## src/rtl/dff_pipe_reg_pkg.sv

```systemverilog
// Shared definitions for the D-flip-flop pipeline family: counter width helper,
// reset defaults and the per-edge operation decode used by every register.
package dff_pipe_reg_pkg;

  localparam int DEF_WIDTH = 8;
  localparam int DEF_DEPTH = 4;

  // One operation per edge, in priority order rst > flush > en > hold.
  typedef enum logic [1:0] {
    OP_HOLD  = 2'd0,
    OP_SHIFT = 2'd1,
    OP_FLUSH = 2'd2,
    OP_RESET = 2'd3
  } stage_op_e;

  // Width of a counter that must hold the values 0..depth inclusive.
  function automatic int cnt_w(input int depth);
    return (depth < 1) ? 1 : $clog2(depth + 1);
  endfunction

  function automatic stage_op_e decode_op(input logic rst, input logic flush,
                                          input logic en);
    if (rst)        return OP_RESET;
    else if (flush) return OP_FLUSH;
    else if (en)    return OP_SHIFT;
    else            return OP_HOLD;
  endfunction

endpackage

```

## src/rtl/dff_en_stage.sv

```systemverilog
// One pipeline stage: a WIDTH-bit data register plus its valid bit, with
// synchronous reset, flush (valid only) and shift enable.
module dff_en_stage
  import dff_pipe_reg_pkg::*;
#(
  parameter int               WIDTH     = DEF_WIDTH,
  parameter logic [WIDTH-1:0] RESET_VAL = '0
) (
  input  logic             clk,
  input  logic             rst,
  input  logic             en,
  input  logic             flush,
  input  logic [WIDTH-1:0] d,
  input  logic             d_valid,
  output logic [WIDTH-1:0] q,
  output logic             q_valid
);

  // NOTE: non-blocking assignments so every stage samples its neighbour's
  // pre-edge value; blocking here would collapse the chain into one stage.
  always_ff @(posedge clk) begin
    unique case (decode_op(rst, flush, en))
      OP_RESET: begin
        q       <= RESET_VAL;
        q_valid <= 1'b0;
      end
      OP_FLUSH: q_valid <= 1'b0;
      OP_SHIFT: begin
        q       <= d;
        q_valid <= d_valid;
      end
      default: ;
    endcase
  end

endmodule

```

## src/rtl/dff_pipe_reg.sv

```systemverilog
// WIDTH-bit, DEPTH-stage delay line with per-stage valid, stall, flush and occupancy
// count. Define DFF_PIPE_EDGE_EN to add the registered rise/fall edge outputs.
module dff_pipe_reg
  import dff_pipe_reg_pkg::*;
#(
  parameter int               WIDTH     = DEF_WIDTH,
  parameter int               DEPTH     = DEF_DEPTH,
  parameter logic [WIDTH-1:0] RESET_VAL = '0
) (
  input  logic                     clk,
  input  logic                     rst,
  input  logic                     en,
  input  logic                     flush,
  input  logic [WIDTH-1:0]         d,
  input  logic                     d_valid,
  output logic [WIDTH-1:0]         out,
  output logic                     out_valid,
  output logic [cnt_w(DEPTH)-1:0]  fill_cnt
`ifdef DFF_PIPE_EDGE_EN
  ,
  output logic [WIDTH-1:0]         rise,
  output logic [WIDTH-1:0]         fall
`endif
);

  localparam int CNT_W = cnt_w(DEPTH);

  logic [DEPTH-1:0][WIDTH-1:0] stage_data;
  logic [DEPTH-1:0]            stage_valid;
  stage_op_e                   op;

  assign op = decode_op(rst, flush, en);

  for (genvar i = 0; i < DEPTH; i++) begin : g_stage
    logic [WIDTH-1:0] din;
    logic             vin;

    if (i == 0) begin : g_head
      assign din = d;
      assign vin = d_valid;
    end else begin : g_body
      assign din = stage_data[i-1];
      assign vin = stage_valid[i-1];
    end

    dff_en_stage #(
      .WIDTH     (WIDTH),
      .RESET_VAL (RESET_VAL)
    ) u_stage (
      .clk     (clk),
      .rst     (rst),
      .en      (en),
      .flush   (flush),
      .d       (din),
      .d_valid (vin),
      .q       (stage_data[i]),
      .q_valid (stage_valid[i])
    );
  end

  assign out       = stage_data[DEPTH-1];
  assign out_valid = stage_valid[DEPTH-1];

  // Modular arithmetic is safe: the result never exceeds DEPTH because a full
  // pipe always retires a valid entry on the same shift.
  always_ff @(posedge clk) begin
    unique case (op)
      OP_RESET, OP_FLUSH: fill_cnt <= '0;
      OP_SHIFT:           fill_cnt <= fill_cnt + CNT_W'(d_valid) - CNT_W'(out_valid);
      default: ;
    endcase
  end

`ifdef DFF_PIPE_EDGE_EN
  logic [WIDTH-1:0] next_out;

  if (DEPTH == 1) begin : g_next_d
    assign next_out = d;
  end else begin : g_next_stage
    assign next_out = stage_data[DEPTH-2];
  end

  always_ff @(posedge clk) begin
    if (op == OP_SHIFT) begin
      rise <= next_out & ~out;
      fall <= ~next_out & out;
    end else begin
      rise <= '0;
      fall <= '0;
    end
  end
`endif

endmodule

```

## config.mk

```make
export PLATFORM = sky130hd
export DESIGN_NAME = dff_pipe_reg
export DESIGN_NICKNAME = d
export VERILOG_FILES = /design/src/rtl/dff_pipe_reg_pkg.sv /design/src/rtl/dff_en_stage.sv /design/src/rtl/dff_pipe_reg.sv
export SDC_FILE = /design/constraint.sdc
export NUM_CORES = 1
export LEC_CHECK = 0
export ABC_AREA = 1
export CAP_MARGIN = 20
export CORE_UTILIZATION = 50
export CTS_CLUSTER_SIZE = 12
export DETAILED_ROUTE_END_ITERATION = 16
export PLACE_DENSITY = 0.76
export SETUP_SLACK_MARGIN = 0.15
export SLEW_MARGIN = 20
export SYNTH_ARGS = -nofsm -noshare
export SYNTH_HDL_FRONTEND = slang
export SYNTH_HIERARCHICAL = 1
export SYNTH_SLANG_ARGS = --single-unit
```

## constraint.sdc

```tcl
create_clock -name clk -period 4.34 [get_ports clk]
set_input_delay 1.302 -clock clk [delete_from_list [all_inputs] [get_ports clk]]
set_output_delay 1.302 -clock clk [all_outputs]
set_load 0.01 [all_outputs]
```

==> metrics.md <==
| Metric | Value |
|---|---|
| Run status | completed |
| Hold path cells | 2 |
| Sink of the worst hold path | g_stage[3].u_stage/q[5] |
| Antenna Nets Post-Route | 0 |
| Cells resized by post-CTS repair | 0 |
| TritonCTS clock tree | built |
| Max-slew violation count | 0 |
| Setup repair after global routing missed its margin | false |
| Launch instance of the worst register-to-register path | g_stage[3].u_stage/q_valid |
| CP Data Required Time | 3.04 ns |
| Main area contributors after synthesis | edfxtp_1 (68%), inv_1 (10%), nor2_1 (8.5%) |
| Master of the slowest instance on the critical path | clkdlybuf4s50_1 |
| Number of I/O pins | 25 |
| Mean routed wirelength per cell | 8.92 um |
| Final total negative setup slack | 0 ns |
| Num CTS Buffers | 5 |
| Tightest Hold Check Type | reg2reg |
| Max-slew headroom at the worst pin | 60.7% |
| Synthesized-area fraction occupied by xor and xnor cells | 0% |
| First-pass GRT wire length | 3.60 mm |
| All-Layer GR Usage | 14.0% |
| Measured slew at the worst slew-check pin | between 0.5 and 0.6 ns |
| Final worst clock skew | around 0.0028 ns |
| Post-synth cell types | 11 |
| Final Hold Fails | 0 |
| Drt total wl | ~2.1 mm |
| Number of filler cells placed in the layout | ~240 |
| Complex-gate fraction of the synthesized area | 1.67% |
| Maximum frequency from static timing analysis | 0.379 GHz |
| Simple logic cell fraction of the synthesized area | 15.4% |
| Commonest non-fill, non-tap cell in the layout | inv_1 |
| Placer's final routability congestion estimate | a little over 0.7 |
| Synthesized Nets | 173 |
| Cell area after synthesis | 1720 sq um |
| Share of synthesized area spent on multiplexers | 0% |
| Syn Area/Cell | roughly 11 sq um |
| Number of storage elements in the synthesis netlist | 39 |
| Buffer type at the clock tree root | clkbuf_4 |
| Period utilisation layout | about three fifths |
| Seq/Total Area, Yosys | 68.1% |
| Tmin final | approximately 2.6 ns |
| Leak pwr | 0.000899 uW |
| Clock-pin slew on the worst setup and hold paths | 0.11 ns |
| Leading cell types in the layout, fill and taps excluded | inv_1 (48), nor2_1 (39), edfxtp_1 (39) |
| Hold buffer count at cts | 0 |
| R2R depth | 7 |
| Number of optimization iterations in the first detailed-route pass | 4 |
| Endpoint of the lowest-slack register-to-register path | fill_cnt[2] |
| Critical Path Start Type | flop |
| Number of global-route vias before repair | 952 |
| Clock sinks | 39 |
| Grt total ovfl | 0 |
| # rows | 20 |
| Worst-case clock buffer depth | 2 |
| Arrival time reported for the critical path endpoint | approximately 1.3 ns |
| Routed vias | approximately 1,000 |
| Cell count after synthesis | between 150 and 200 |
| Peak supply drop | 0.224 mV |
| Largest fanout of any net on the critical path | 4 |
| Clock latency on the worst-skew pair | between 0.3 and 0.4 ns |
| Class of the most critical setup path | reg2out |
| Number of setup buffers added after CTS | 0 |
| Detailed placement HPWL | roughly 1.6 mm |
| Initial core utilization | 54.5% |
| Number of nets at the end of the flow | 208 |
| Die Height | ~61 um |
| Die outline area | 3680 sq um |
| # setup viols final | 0 |
| Library cell occupying the most area in the post-synthesis netlist | edfxtp_1 |
| Number of DRC markers in iteration 0 | 17 |
| Main combinational cell family by area after synthesis | simple AND/OR/NAND/NOR gates |
| CP Capture Type | output pin |
| Worst R2R Setup Slack | 2.58 ns |
| Critical path, cell by cell | clkdlybuf4s50_1 |
| Syn. warnings | 6 |
| Pwr Density | 330 nW/um^2 |
| Mean number of vias per cell | 4.27 |
| CTS HTree Levels | 2 |
| Core Footprint | roughly 3200 sq um |
| Residual DRC count | 0 |
| Count of input and output buffers | 24 |
| Startpoint of the lowest-slack hold path | g_stage[2].u_stage/q[5] |
| Portion of synthesized cell area occupied by the leading cell type | around two thirds |
| Overall die width | slightly above 60 um |
| Adder-cell share of the synthesized area | 2.62% |
| Maximum number of pins on one net before global-route repair | 14 |
| Delay-heaviest family, CP | buffers and inverters |
| Final design utilization | 66.7% |
| Signed area change from the synthesized netlist to the final layout | 22.3% |
| Total inserted antenna cells | 0 |
| Share of layout cells above drive strength 1 | 12.4% |
| Number of antenna violations at the first check in global routing | 0 |
| Bufs and invs on worst path | 1 |
| # Max-Cap Violations | 0 |
| Slowest stage delay, CP | 0.57 ns |
==> metrics by stage <==
step / hold WS, ns / cell area (sq um) / cells / power (uW) / worst slack (ns)
after CTS: 0.558 / 2100 / 237 / 702 / 1.68
after detailed placement: 0.530 / 2040 / 229 / 529 / 1.41
after global routing: 0.580 / 2100 / 237 / 726 / 1.63
final: 0.553 / 2100 / 237 / 694 / 1.70
after floorplan: 0.519 / 1720 / 157 / 491 / 2.00
after global placement: 0.526 / 2040 / 229 / 526 / 1.42
==> cells in the mapped netlist <==
| cell | instances |
|---|---|
| fa_1 | 1 |
| inv_1 | 48 |
| nand2_1 | 6 |
| nand3_1 | 5 |
| a21oi_2 | 1 |
| nand3_4 | 4 |
| edfxtp_1 | 39 |
| ha_1 | 2 |
| nor2_1 | 39 |
| o21ai_0 | 4 |
| inv_2 | 8 |
==> final cells by class <==
type	instances	area (sq um)	area share (%)
flip-flops and latches	39	1170	55.7
clock buffers	5	37.5	1.79
clock inverters	3	20.0	0.952
inverters	56	210	10.0
multi-input cells	62	338	16.1
well taps	44	55.1	2.62
repair buffers	28	270	12.9
==> per-layer routing <==
| layer | routed length [um] | track usage [%] |
|---|---|---|
| met4 | 12 | 7.79 |
| met3 | 81 | 4.48 |
| met1 | 833 | 12.9 |
| met2 | 1190 | 26.7 |
| met5 | 0 | 0 |
==> where the power goes <==
group	internal, uW	switching [uW]
Sequential	438	6.76
Clock	62.2	112
Combinational	34.9	39.9
Total	535	159
==> kinds of logic after synthesis <==
group,Yosys count
AO/OA/AOI/OAI,5
adder cells (fa/ha/maj),3
buffers and inverters,56
flip-flops,39
AND/OR/NAND/NOR,54
==> sequential cells by signal, indices dropped and copies added, names as in the netlist <==
register	count
g_stage.u_stage/q	32
fill_cnt	3
g_stage.u_stage/q_valid	4
==> how the worst max path moves through the flow <==
stage / start / slack, ns / endpoint / cells after the start
floorplan: en / 2.00 / g_stage[0].u_stage/q[0] / 2
global placement: en / 1.42 / g_stage[0].u_stage/q[2] / 4
detailed placement: en / 1.41 / g_stage[3].u_stage/q[6] / 4
CTS: fill_cnt[1] / 1.68 / fill_cnt[1] / 1
global route: en / 1.63 / g_stage[3].u_stage/q[0] / 4
finish: fill_cnt[1] / 1.70 / fill_cnt[1] / 1
Note: power is estimated with default switching activity, not from simulation.
